<file path="src/rtl/regfile_debug_dumper.sv">
// Register file debug dumper: walks every register on the display read port
// and sends one "A:DDDD\r\n" line per register over a UART 8N1 transmitter.
module regfile_debug_dumper #(
    parameter int unsigned p_data_width    = 16,
    parameter int unsigned p_address_width = 3,
    parameter int unsigned p_clks_per_bit  = 868
) (
    input  logic                       i_w_clk,
    input  logic                       i_w_rst_n,
    input  logic                       i_w_start,
    output logic [p_address_width-1:0] o_w_disp_address,
    input  logic [p_data_width-1:0]    i_w_disp_data,
    output logic                       o_w_tx,
    output logic                       o_w_busy,
    output logic                       o_w_done
);

    // Hex digits per value, padded snapshot width, characters per line
    localparam int unsigned c_digits     = (p_data_width + 3) / 4;
    localparam int unsigned c_pad_width  = 4 * c_digits;
    localparam int unsigned c_chars      = c_digits + 4;
    localparam int unsigned c_clk_width  = $clog2(p_clks_per_bit);
    localparam int unsigned c_char_width = $clog2(c_chars);

    typedef enum logic [2:0] {
        S_IDLE,
        S_ADDR,
        S_CAPTURE,
        S_SEND,
        S_FIN
    } state_t;

    state_t                     state_q, state_d;
    logic                       tx_q, tx_d;
    logic                       busy_q, busy_d;
    logic                       done_q, done_d;
    logic [p_address_width-1:0] addr_q, addr_d;
    logic [c_pad_width-1:0]     shift_q, shift_d;
    logic [c_clk_width-1:0]     clk_cnt_q, clk_cnt_d;
    logic [3:0]                 bit_idx_q, bit_idx_d;
    logic [c_char_width-1:0]    char_idx_q, char_idx_d;

    logic [1:0]                 rst_sync;
    logic                       rst_n_int;
    logic                       is_data_char_c;
    logic [7:0]                 cur_char_c;
    logic [9:0]                 frame_c;

    // Nibble to uppercase ASCII hex digit
    function automatic logic [7:0] hex_ascii(input logic [3:0] nibble);
        if (nibble < 4'd10) begin
            return 8'h30 + {4'h0, nibble};
        end
        return 8'h37 + {4'h0, nibble};
    endfunction

    // Reset synchronizer: asserts immediately, releases two clocks later
    always_ff @(posedge i_w_clk or negedge i_w_rst_n) begin
        if (!i_w_rst_n) begin
            rst_sync <= 2'b00;
        end else begin
            rst_sync <= {rst_sync[0], 1'b1};
        end
    end

    assign rst_n_int = rst_sync[1];

    // Character currently on the line, selected by position within the line
    always_comb begin
        is_data_char_c = (char_idx_q >= c_char_width'(2)) &&
                         (char_idx_q <= c_char_width'(c_digits + 1));
        if (char_idx_q == c_char_width'(0)) begin
            cur_char_c = hex_ascii(4'(addr_q));
        end else if (char_idx_q == c_char_width'(1)) begin
            cur_char_c = 8'h3A;
        end else if (is_data_char_c) begin
            cur_char_c = hex_ascii(shift_q[c_pad_width-1 -: 4]);
        end else if (char_idx_q == c_char_width'(c_digits + 2)) begin
            cur_char_c = 8'h0D;
        end else begin
            cur_char_c = 8'h0A;
        end
        frame_c = {1'b1, cur_char_c, 1'b0};
    end

    // State and registered outputs
    always_ff @(posedge i_w_clk or negedge rst_n_int) begin
        if (!rst_n_int) begin
            state_q    <= S_IDLE;
            tx_q       <= 1'b1;
            busy_q     <= 1'b0;
            done_q     <= 1'b0;
            addr_q     <= '0;
            shift_q    <= '0;
            clk_cnt_q  <= '0;
            bit_idx_q  <= '0;
            char_idx_q <= '0;
        end else begin
            state_q    <= state_d;
            tx_q       <= tx_d;
            busy_q     <= busy_d;
            done_q     <= done_d;
            addr_q     <= addr_d;
            shift_q    <= shift_d;
            clk_cnt_q  <= clk_cnt_d;
            bit_idx_q  <= bit_idx_d;
            char_idx_q <= char_idx_d;
        end
    end

    // Next state and next output values
    always_comb begin
        state_d    = state_q;
        tx_d       = tx_q;
        busy_d     = busy_q;
        done_d     = 1'b0;
        addr_d     = addr_q;
        shift_d    = shift_q;
        clk_cnt_d  = clk_cnt_q;
        bit_idx_d  = bit_idx_q;
        char_idx_d = char_idx_q;

        case (state_q)
            S_IDLE: begin
                tx_d   = 1'b1;
                busy_d = 1'b0;
                if (i_w_start) begin
                    state_d = S_ADDR;
                    busy_d  = 1'b1;
                    addr_d  = '0;
                end
            end

            S_ADDR: begin
                state_d = S_CAPTURE;
            end

            S_CAPTURE: begin
                shift_d    = c_pad_width'(i_w_disp_data);
                char_idx_d = '0;
                bit_idx_d  = '0;
                clk_cnt_d  = '0;
                tx_d       = 1'b0;
                state_d    = S_SEND;
            end

            S_SEND: begin
                if (clk_cnt_q == c_clk_width'(p_clks_per_bit - 1)) begin
                    clk_cnt_d = '0;
                    if (bit_idx_q == 4'd9) begin
                        // Stop bit finished: next char, next register, or end
                        if (is_data_char_c) begin
                            shift_d = shift_q << 4;
                        end
                        if (char_idx_q != c_char_width'(c_chars - 1)) begin
                            char_idx_d = char_idx_q + c_char_width'(1);
                            bit_idx_d  = '0;
                            tx_d       = 1'b0;
                        end else if (addr_q != {p_address_width{1'b1}}) begin
                            addr_d  = addr_q + p_address_width'(1);
                            tx_d    = 1'b1;
                            state_d = S_ADDR;
                        end else begin
                            tx_d    = 1'b1;
                            busy_d  = 1'b0;
                            done_d  = 1'b1;
                            state_d = S_FIN;
                        end
                    end else begin
                        bit_idx_d = bit_idx_q + 4'd1;
                        tx_d      = frame_c[bit_idx_q + 4'd1];
                    end
                end else begin
                    clk_cnt_d = clk_cnt_q + c_clk_width'(1);
                end
            end

            S_FIN: begin
                state_d = S_IDLE;
            end

            default: begin
                state_d = S_IDLE;
            end
        endcase
    end

    assign o_w_disp_address = addr_q;
    assign o_w_tx           = tx_q;
    assign o_w_busy         = busy_q;
    assign o_w_done         = done_q;

endmodule

</file>
<file path="config.mk">
export PLATFORM = sky130hd
export DESIGN_NAME = regfile_debug_dumper
export DESIGN_NICKNAME = d
export VERILOG_FILES = /design/src/rtl/regfile_debug_dumper.sv
export SDC_FILE = /design/constraint.sdc
export NUM_CORES = 1
export LEC_CHECK = 0
export CAP_MARGIN = 40
export CORE_ASPECT_RATIO = 0.8
export CORE_UTILIZATION = 40
export CTS_BUF_LIST = sky130_fd_sc_hd__clkbuf_2 sky130_fd_sc_hd__clkbuf_4 sky130_fd_sc_hd__clkbuf_8
export DETAILED_ROUTE_END_ITERATION = 8
export PLACE_DENSITY = 0.64
export SLEW_MARGIN = 20
export SYNTH_ARGS = -nofsm -noshare
export SYNTH_HDL_FRONTEND = slang
export SYNTH_SLANG_ARGS = --single-unit
</file>
<file path="constraint.sdc">
create_clock -name i_w_clk -period 1.47 [get_ports i_w_clk]
set_input_delay 0.3675 -clock i_w_clk [delete_from_list [all_inputs] [get_ports i_w_clk]]
set_output_delay 0.3675 -clock i_w_clk [all_outputs]
set_load 0.01 [all_outputs]
</file>
==> metrics.md, run 1 <==
| Metric | Value |
|---|---|
| Status | `finished, violations left` |
| Failing checks | `setup timing` |
| Final Skew | `10.34 ps` |
| Die height | `73.90 µm` |
| Tot GR Track Use | `20.64%` |
| Grt ovf | `0` |
| Post-Synthesis Mean Instance Area | `9.829 µm²` |
| Most frequent cells in the layout | `79 x buf_4, 42 x dfrtp_1, 23 x nand2_1, 18 x o21ai_1, 18 x clkdlybuf4s50_1` |
| Remaining DRCs | `0` |
| Ys flop type | `dfrtp_1` |
| WHS | `224.0 ps` |
| LEAKAGE | `1.830 nW` |
| Port Buffers | `24` |
| Starting Density | `42.60%` |
| Number of global-route vias before repair | `2239` |
| EDFF count, synth | `0` |
| Comb power frac | `33.1%` |
| P_int | `0.002620 W` |
| Setup WS post-layout | `-523.1 ps` |
| Die X | `91.88 µm` |
| Worst-path clk slew | `80 ps` |
| Row count | `25` |
| Kind of critical path | `reg -> reg` |
| Max Cap Viol | `0` |
| Switching Share | `29.93%` |
| Via/cell ratio | `5.176` |
| Count of pins over their slew limit | `0` |
| Worst EP required | `1650 ps` |
| IO Count | `25` |
| Cell area after synthesis | `0.002585 mm²` |
| Number of diodes | `0` |
| First-pass GRT wire length | `10810 µm` |
| Post-DP HPWL | `4556 µm` |
| Via count | `2386` |
| HP Class | `in -> async` |
| Sequential share of power | `41.8%` |
| RSZ-0062 raised after global routing | `yes` |
| Final TNS setup | `-12690 ps` |
| Net Switching | `0.001119 W` |
| Layout cells sized above 1 | `44.47%` |
| Placed cell areas | `0.003471 mm²` |
| Antenna Nets Post-Route | `0` |
| Final Cell Area | `0.004018 mm²` |
| Layout area overhead | `55.42%` |
| Core Area | `0.006068 mm²` |
| Placed Cells incl. Taps | `435` |
| Synth Warn # | `0` |
| Hold Violations, Final | `0` |
| Endpoint class of the critical path | `register` |
| Slowest cell on crit path | `dfrtp_1` |
| Final setup violation count | `40` |
| Syn nets | `294` |
| Yosys reg bits | `44` |
| Total length of routed wires | `6705 µm` |
| Worst-path cell chain | `buf_6, ha_4, or3_4, o31a_1, nor4b_4, nor2_4, buf_12, clkbuf_16, o21ai_1` |
| Post-synthesis sequential area ratio | `42.64%` |
| Clock Latency Late Sink | `300 ps` |
| Clk sinks | `44` |
| Full die area | `0.006790 mm²` |
| Fin crit share | `135.6%` |
| CTS buffer count | `5` |
| CTS tree | `yes` |
| Worst Path Arrival | `2170 ps` |
| Clock power frac | `25.1%` |
| CP Launch Type | `register` |
| Gp weighted congestion | `0.8424` |
| Maximum clock insertion buffer count | `2` |
| Initial antenna violation count | `0` |
| Detailed-router iteration count before antenna repair | `4` |
| Final non-filler cell total | `461` |
| Synthesized instance count | `263` |
| Power Dens Cells | `930.7 mW/mm²` |
| Largest net degree at the start of global routing | `43` |
| Crit path time final | `1993 ps` |
| Nets@finish | `410` |
| Initial DRC Count | `143` |
| Most common cell after layout, fill and taps aside | `buf_4` |
| Avg WL per Cell | `14.54 µm` |
| Ys async rst share | `100.0%` |
| Clock root buffer | `clkbuf_8` |
| CTS H-Tree Depth | `2` |
| Yosys cell types | `61` |
| Max rail drop VDD | `0.0005790 V` |
| Worst Path Max Fanout | `8` |
| Maximum operating frequency | `501.7 MHz` |
| Slowest stage delay, CP | `400 ps` |
## cells by family after synthesis
logic type      count (synthesis)  share of synthesized area, %
compound gates                 73                         19.60
xor+xnor                        4                         1.356
fa+ha+maj                      12                         5.808
buf+inv                        22                         4.889
flops                          44                         42.64
mux                            16                         6.486
other cells                     1                        0.1451
simple gates                   91                         19.07
## critical path: cells and delay by family (launching register included)
kind	cells	cell delay, ps
AOI/OAI and AO/OA	2	230
and+or+nand+nor	3	660
adders and majority gates	1	150
buffers and inverters	3	420
DFF	1	400
## path summary, 6_finish.rpt
check / slack [ps] / startpoint / cells past startpoint / endpoint
setup / recovery: -520 / char_idx_q[1] / 9 / shift_q[9]
hold / removal: 220 / i_w_rst_n / 1 / rst_sync[0]
setup reg to reg: -520 / char_idx_q[1] / 9 / shift_q[9]
hold reg to reg: 230 / rst_sync[1] / 1 / o_w_busy
max in group asynchronous: 960 / rst_sync[1] / 1 / o_w_tx
min in group i_w_clk: 360 / rst_sync[0] / 0 / rst_sync[1]
## Yosys cell counts, types with 2 or more instances
| master | instances | share of area (%) |
|---|---|---|
| a211oi_1 | 2 | 0.58 |
| a21oi_1 | 8 | 1.5 |
| clkbuf_1 | 2 | 0.29 |
| nand2_1 | 33 | 4.8 |
| mux2_2 | 2 | 0.87 |
| xnor2_1 | 3 | 1.0 |
| o21ai_1 | 14 | 2.7 |
| nor2_1 | 19 | 2.8 |
| nand3_1 | 6 | 1.2 |
| buf_2 | 2 | 0.39 |
| nor3_1 | 6 | 1.2 |
| buf_6 | 5 | 2.2 |
| o311ai_0 | 2 | 0.68 |
| and3_1 | 3 | 0.73 |
| ha_1 | 12 | 5.8 |
| a22o_1 | 12 | 4.1 |
| nand4_1 | 2 | 0.48 |
| o211ai_1 | 2 | 0.58 |
| o21ai_0 | 19 | 3.7 |
| and2_1 | 2 | 0.48 |
| nand2b_1 | 2 | 0.48 |
| mux2i_1 | 13 | 5.0 |
| dfrtp_1 | 43 | 42 |
| inv_1 | 12 | 1.7 |
## power by group through the flow
stage	sequential [W]	clock, W	combinational [W]
global route	0.00158	0.000996	0.00137
detailed placement	0.00157	0	0.00107
CTS	0.00155	0.000950	0.00114
floorplan	0.00160	0	0.000486
global placement	0.00156	0	0.00105
finish	0.00156	0.000939	0.00124
## state kept, by name (all words and copies together) (netlist names)
signal,cells
o_w_tx,1
clk_cnt_q,10
bit_idx_q,4
state_q,3
o_w_done,1
rst_sync,2
char_idx_q,3
o_w_busy,1
shift_q,16
o_w_disp_address,3
## through the flow
stage	setup slack (ps)	total power [W]	util, %
2_1_floorplan	-432.1	0.002082	-
3_3_place_gp	-443.5	0.002610	57.20
3_5_place_dp	-456.3	0.002636	57.20
4_1_cts	-433.6	0.003639	62.80
5_1_grt	-600.3	0.003946	66.21
6_report	-523.1	0.003739	66.21
## per-layer routing
metal | track usage, % | part of all wire [%]
met1 | 31.45 | 51
met2 | 30.93 | 45
met3 | 3.106 | 2.7
met4 | 4.688 | 0.70
met5 | 0 | 0
## timing repair
action	in CTS	in global routing
gates cloned	2	2
setup buffers	9	11
hold buffers	0	0
pin swaps	17	23
resized for setup	53	44
setup endpoints to repair	47	46
## layout make-up
class | instances | area (µm²)
Clock buffer | 6 | 76.32
Inverter | 12 | 47.55
Timing Repair Buffer | 118 | 1044
Clock inverter | 2 | 35.03
Multi-Input combinational cell | 198 | 1610
Fill cell | 494 | 2051
Tap cell | 81 | 101.3
Sequential cell | 44 | 1104
No activity file was read; power rests on OpenSTA's default activity.
==> run 2: changes to the inputs <==
--- a/config.mk
+++ b/config.mk
@@ -9,8 +9,10 @@
 export CORE_ASPECT_RATIO = 0.8
 export CORE_UTILIZATION = 40
 export CTS_BUF_LIST = sky130_fd_sc_hd__clkbuf_2 sky130_fd_sc_hd__clkbuf_4 sky130_fd_sc_hd__clkbuf_8
+export CTS_CLUSTER_DIAMETER = 150
 export DETAILED_ROUTE_END_ITERATION = 8
-export PLACE_DENSITY = 0.64
+export DONT_BUFFER_PORTS = 1
+export PLACE_DENSITY = 0.59
 export SLEW_MARGIN = 20
 export SYNTH_ARGS = -nofsm -noshare
 export SYNTH_HDL_FRONTEND = slang
==> run 2 against run 1 <==
Effect of this change: largest power group unchanged; global-route usage fell by 0.79 points; clock skew fell by 3.2 ps; total power down 7.4%; the run still ends with setup timing left.
==> metrics.md, run 2 (synthesis results as in run 1) <==
| Metric | Value |
|---|---|
| Worst Path Max Fanout | `5 (-3)` |
| Biggest regs | `shift_q x16, clk_cnt_q x10, bit_idx_q x4` |
| Status | `finished, violations left` |
| Power Dens Cells | `975.1 mW/mm² (+4.8%)` |
| Remaining DRCs | `0 (unchanged)` |
| Via count | `2221 (-6.9%)` |
| CTS buffer count | `5 (unchanged)` |
| IO Count | `25 (unchanged)` |
| Slowest stage delay, CP | `430 ps (+30 ps)` |
| Total length of routed wires | `6323 µm (-5.7%)` |
| Final Skew | `7.136 ps (-3.201 ps)` |
| Tot GR Track Use | `19.84% (-0.79 points)` |
| Antenna Nets Post-Route | `0 (unchanged)` |
| Clock power frac | `22.4% (-2.7 points)` |
| Worst Path Arrival | `2120 ps (-50 ps)` |
| P_int | `0.002339 W (-11%)` |
| Clk sinks | `44 (unchanged)` |
| Number of global-route vias before repair | `2166 (-3.3%)` |
| Full die area | `0.006790 mm² (unchanged)` |
| Row count | `25 (unchanged)` |
| Worst-path cell chain | `ha_2, ha_4, and4b_2, a2111oi_4, buf_4, o31ai_2, nand2_1, o21ai_1` |
| Failing checks | `setup timing` |
| Number of diodes | `0 (unchanged)` |
| Detailed-router iteration count before antenna repair | `4 (unchanged)` |
| Layout cells sized above 1 | `43.36% (-1.1 points)` |
| Crit path time final | `1931 ps (-62.54 ps)` |
| Post-DP HPWL | `4450 µm (-2.3%)` |
| Grt ovf | `0 (unchanged)` |
| Final TNS setup | `-13020 ps (-324.7 ps)` |
| Die X | `91.88 µm (unchanged)` |
| Placed cell areas | `0.003136 mm² (-9.7%)` |
| Initial antenna violation count | `0 (unchanged)` |
| Port Buffers | `0 (-100%)` |
| Critical path buffer and inverter count | `1 (-2)` |
| Max Cap Viol | `0 (unchanged)` |
| Most flops, register | `shift_q` |
| Flop-to-flop setup slack | `-460 ps (+60 ps)` |
| CTS H-Tree Depth | `2 (unchanged)` |
| Clock root buffer | `clkbuf_8` |
| Gp weighted congestion | `0.8030 (-4.7%)` |
| Layout area overhead | `37.37%` |
| Nets@finish | `369 (-10%)` |
| First-pass GRT wire length | `10520 µm (-2.6%)` |
| Switching Share | `32.45% (+2.5 points)` |
| Post-Place Setup Slack | `-473.1 ps (-16.79 ps)` |
| Avg WL per Cell | `15.05 µm (+3.5%)` |
| Comb power frac | `32.3% (-0.8 points)` |
| Hold Violations, Final | `0 (unchanged)` |
| Fillcell total | `539 (+9.1%)` |
| Worst EP required | `1660 ps (about the same)` |
| Endpoint class of the critical path | `register` |
| Die height | `73.90 µm (unchanged)` |
| Clock Latency Late Sink | `300 ps (about the same)` |
| Final Cell Area | `0.003551 mm² (-12%)` |
| Slowest cell on crit path | `dfrtp_1` |
| CTS tree | `yes` |
| Largest net degree at the start of global routing | `43 (unchanged)` |
| Top delay family on crit path | `compound AO/OA/AOI/OAI gates` |
| Net Switching | `0.001123 W (+0.39%)` |
| Maximum clock insertion buffer count | `2 (unchanged)` |
| Core Area | `0.006068 mm² (unchanged)` |
| Fin crit share | `131.3% (-4.3 points)` |
| Most frequent cells in the layout | `64 x buf_4, 41 x dfrtp_1, 22 x o21ai_1, 21 x nand2_1, 14 x nor2_1` |
| Max reg flops | `16 (unchanged)` |
| Initial DRC Count | `117 (-18%)` |
| Kind of critical path | `reg -> reg` |
| Starting Density | `42.60% (unchanged)` |
| Most common cell after layout, fill and taps aside | `buf_4` |
| Register area | `0.001105 mm² (+0.11%)` |
| Final setup violation count | `41 (+2.5%)` |
| Sequential share of power | `45.3% (+3.5 points)` |
| RSZ-0062 raised after global routing | `yes` |
| Worst-path clk slew | `90 ps (about the same)` |
| Maximum operating frequency | `518.0 MHz (+3.2%)` |
| Via/cell ratio | `5.288 (+2.2%)` |
| LEAKAGE | `1.601 nW (-13%)` |
| Setup WS post-layout | `-460.6 ps (+62.54 ps)` |
| Multi-input logic area | `0.001569 mm² (-2.6%)` |
| HP Class | `in -> reg` |
| Max rail drop VDD | `0.0006362 V (+9.9%)` |
| CP Launch Type | `register` |
| Count of pins over their slew limit | `0 (unchanged)` |
run 2: layout make-up:
type / instances / share of cell area, %
Timing Repair Buffer: 77 / 18.11
Inverter: 12 / 1.268
Sequential cell: 44 / 31.11
Tap cell: 81 / 2.854
Multi-Input combinational cell: 198 / 44.19
Clock buffer: 5 / 1.938
Clock inverter: 3 / 0.5285
run 2: path summary, 6_finish.rpt:
path,startpoint,end,depth (start not counted)
max in group asynchronous,rst_sync[1],o_w_tx,1
hold / removal,i_w_disp_data[1],shift_q[1],1
hold reg to reg,rst_sync[1],o_w_disp_address[0],1
setup / recovery,char_idx_q[0],bit_idx_q[2],8
setup reg to reg,char_idx_q[0],bit_idx_q[2],8
min in group asynchronous,rst_sync[1],o_w_disp_address[0],1
run 2: timing repair:
action,in CTS,in global routing
pin swaps,23,21
resized for setup,49,28
endpoints found under the hold margin,2,0
hold buffers,1,0
setup endpoints to repair,40,42
cloned,2,1
setup buffers,7,4
run 2: layer usage:
metal	GRT usage [%]	part of all wire, %	vias up
met1	29.88	52	1092
met5	0	0	-
met4	5.035	0.70	0
met3	2.899	1.7	5
li1	-	-	1105
met2	30.02	45	19
run 2: worst reg2reg max path, delay by kind of cell (launching register included):
family / cells / cell delay [ps]
compound gates: 3 / 500
fa+ha+maj: 2 / 370
buf+inv: 1 / 220
flops: 1 / 430
simple gates: 2 / 310
run 2: through the flow:
stage / utilization [%] / hold slack, ps / power [W] / instances
floorplan: - / 71.91 / 0.002082 / 263
global placement: 51.67 / 71.97 / 0.002492 / 400
detailed placement: 51.67 / 71.96 / 0.002525 / 400
CTS: 57.24 / 198.4 / 0.003380 / 417
global route: 58.52 / 196.6 / 0.003669 / 420
finish: 58.52 / 200.1 / 0.003463 / 420
run 2: power by group through the flow:
stage               clock network (W)  registers, W  logic, W
floorplan                           0       0.00160  0.000486
global placement                    0       0.00156  0.000932
detailed placement                  0       0.00157  0.000952
CTS                          0.000793       0.00155   0.00103
global route                 0.000833       0.00160   0.00124
finish                       0.000776       0.00157   0.00112
==> run 3: changes to the inputs <==
--- a/config.mk
+++ b/config.mk
@@ -17,3 +17,4 @@
 export SYNTH_ARGS = -nofsm -noshare
 export SYNTH_HDL_FRONTEND = slang
 export SYNTH_SLANG_ARGS = --single-unit
+export TNS_END_PERCENT = 30
==> run 3 against run 2 <==
Effect of this change: via count fell by 2.7%; sequential cell count did not move; maximum frequency fell by 3.3%; largest cell class unchanged; worst hold slack got worse by 68 ps; combinational power fell by 9.8%; setup slack got worse by 66 ps; non-clock buffer count fell by 3; critical path depth fell by 2; total power rose by 1.8%; clock power rose by 22%; the flow still finishes with violations (setup timing); clock skew rose by 1.8 ps; largest power group unchanged.
==> metrics.md, run 3 (synthesis results as in run 1) <==
| Metric | Value |
|---|---|
| Most frequent cells in the layout | `69 x buf_4, 42 x dfrtp_1, 30 x nand2_1, 26 x o21ai_1, 14 x nor2_1` |
| Max rail drop VDD | `0.0006463 V (+1.6%)` |
| Placed Cells incl. Taps | `404 (+1.0%)` |
| Initial DRC Count | `73 (-38%)` |
| Via count | `2160 (-2.7%)` |
| Full die area | `0.006790 mm² (unchanged)` |
| Final non-filler cell total | `416 (-0.95%)` |
| Clk sinks | `44 (unchanged)` |
| Nets@finish | `365 (-1.1%)` |
| CTS tree | `yes` |
| Worst R2R Path Depth | `6 (-2)` |
| Total length of routed wires | `6054 µm (-4.3%)` |
| RR Endpoint | `bit_idx_q[3]` |
| Initial antenna violation count | `0 (unchanged)` |
| Fillcell total | `542 (+0.56%)` |
| Clock Latency Late Sink | `300 ps (about the same)` |
| Endpoint class of the critical path | `register` |
| Post-Place Setup Slack | `-448.5 ps (+24.61 ps)` |
| Via/cell ratio | `5.192 (-1.8%)` |
| Worst Path Max Fanout | `5 (unchanged)` |
| Starting Density | `42.60% (unchanged)` |
| RSZ-0062 raised after global routing | `yes` |
| Tot GR Track Use | `18.28% (-1.6 points)` |
| Count of pins over their slew limit | `0 (unchanged)` |
| Worst EP required | `1660 ps (about the same)` |
| Layout cells sized above 1 | `37.91% (-5.5 points)` |
| Maximum operating frequency | `500.9 MHz (-3.3%)` |
| Die X | `91.88 µm (unchanged)` |
| CP Launch Type | `register` |
| Max reg flops | `16 (unchanged)` |
| Worst Path Arrival | `2180 ps (+60 ps)` |
| Layout area overhead | `33.35%` |
| Post-DP HPWL | `4428 µm (-0.50%)` |
| Maximum clock insertion buffer count | `2 (unchanged)` |
| WHS | `132.3 ps (-67.77 ps)` |
| Avg WL per Cell | `14.55 µm (-3.3%)` |
| Grt ovf | `0 (unchanged)` |
| Total Power | `0.003524 W (+1.8%)` |
| Biggest regs | `shift_q x16, clk_cnt_q x10, bit_idx_q x4` |
| Detailed-router iteration count before antenna repair | `4 (unchanged)` |
| Number of diodes | `0 (unchanged)` |
| Worst-path clk slew | `90 ps (about the same)` |
| Status | `finished, violations left` |
| First-pass GRT wire length | `9632 µm (-8.5%)` |
| CTS H-Tree Depth | `2 (unchanged)` |
| Fin crit share | `135.8% (+4.5 points)` |
| LEAKAGE | `1.543 nW (-3.6%)` |
| Max Cap Viol | `0 (unchanged)` |
| Core Area | `0.006068 mm² (unchanged)` |
| Remaining DRCs | `0 (unchanged)` |
| Clock root buffer | `clkbuf_8` |
| Power Dens Cells | `1022 mW/mm² (+4.8%)` |
| Setup WS post-layout | `-526.3 ps (-65.69 ps)` |
| Most flops, register | `shift_q` |
| Final Skew | `8.973 ps (+1.837 ps)` |
| Antenna Nets Post-Route | `0 (unchanged)` |
| HP Class | `reg -> async` |
| Largest net degree at the start of global routing | `34 (-21%)` |
| Final setup violation count | `40 (-2.4%)` |
| Number of global-route vias before repair | `2020 (-6.7%)` |
| Reg2reg start | `char_idx_q[1]` |
| Flop-to-flop setup slack | `-530 ps (-70 ps)` |
| Row count | `25 (unchanged)` |
| Crit path time final | `1996 ps (+65.69 ps)` |
| Port Buffers | `0 (unchanged)` |
| CTS buffer count | `5 (unchanged)` |
| Kind of critical path | `reg -> reg` |
| Failing checks | `setup timing` |
| Die height | `73.90 µm (unchanged)` |
| Hold Violations, Final | `0 (unchanged)` |
| Most common cell after layout, fill and taps aside | `buf_4` |
| IO Count | `25 (unchanged)` |
| Gp weighted congestion | `0.8041 (+0.14%)` |
==> run 3: changes by cell type in the layout (fill, tap and decap cells not counted), sizes merged <==
cell,change
bufinv,+1
buf,-3
nand2,-1
clkinv,-3
inv,+1
clkinvlp,+1
==> run 3: through the flow <==
| step | TNS [ps] | util, % | instance area [µm²] |
|---|---|---|---|
| floorplan | -8516 | - | 2614 |
| global route | -16280 | 56.80 | 3447 |
| finish | -11990 | 56.80 | 3447 |
| global placement | -12510 | 52.08 | 3161 |
| CTS | -12120 | 55.38 | 3361 |
| detailed placement | -13410 | 52.08 | 3161 |
==> run 3: worst max-delay path by stage <==
stage                  startpoint           end  slack [ps]
global route        char_idx_q[1]  bit_idx_q[3]        -590
finish              char_idx_q[1]  bit_idx_q[3]        -530
floorplan           char_idx_q[1]  bit_idx_q[3]        -430
detailed placement  char_idx_q[1]  bit_idx_q[2]        -450
CTS                 char_idx_q[1]  bit_idx_q[2]        -460
global placement    char_idx_q[0]        o_w_tx        -430
==> run 3: area by class of cell <==
type,instances,area (µm²),area share [%]
clock buffer,5,68.82,1.996
clock inverter,3,46.29,1.343
inverter,12,45.04,1.307
multi-input combinational,197,1496,43.41
sequential,44,1104,32.01
tap,81,101.3,2.940
timing repair buffer,74,585.6,16.99
==> run 3: critical path, cell delays in order, from the launching register on <==
cell and delay, ps:
dfrtp_1 430, ha_2 220, ha_4 150, and4b_2 250, a2111oi_4 370, buf_4 180
mux2_4 290
==> run 3: metal layers <==
layer | global-route usage [%] | vias up | wire length (µm)
met5 | 0 | - | 0
met4 | 4.688 | 0 | 38
met3 | 2.899 | 5 | 163
met2 | 27.69 | 24 | 2645
met1 | 27.33 | 1040 | 3208
li1 | - | 1091 | -
==> run 3: timing repair <==
item	CTS	global route
setup buffers	1	2
hold buffers	1	0
resized for setup	23	26
pin swaps	13	5
hold endpoints to repair	2	0
setup endpoints to repair	41	42
==> run 3: power by group <==
part / leakage (nW) / internal [W] / switching [W]
Combinational: 0.941 / 0.000535 / 0.000476
Sequential: 0.548 / 0.00140 / 0.000165
Clock: 0.0548 / 0.000512 / 0.000436
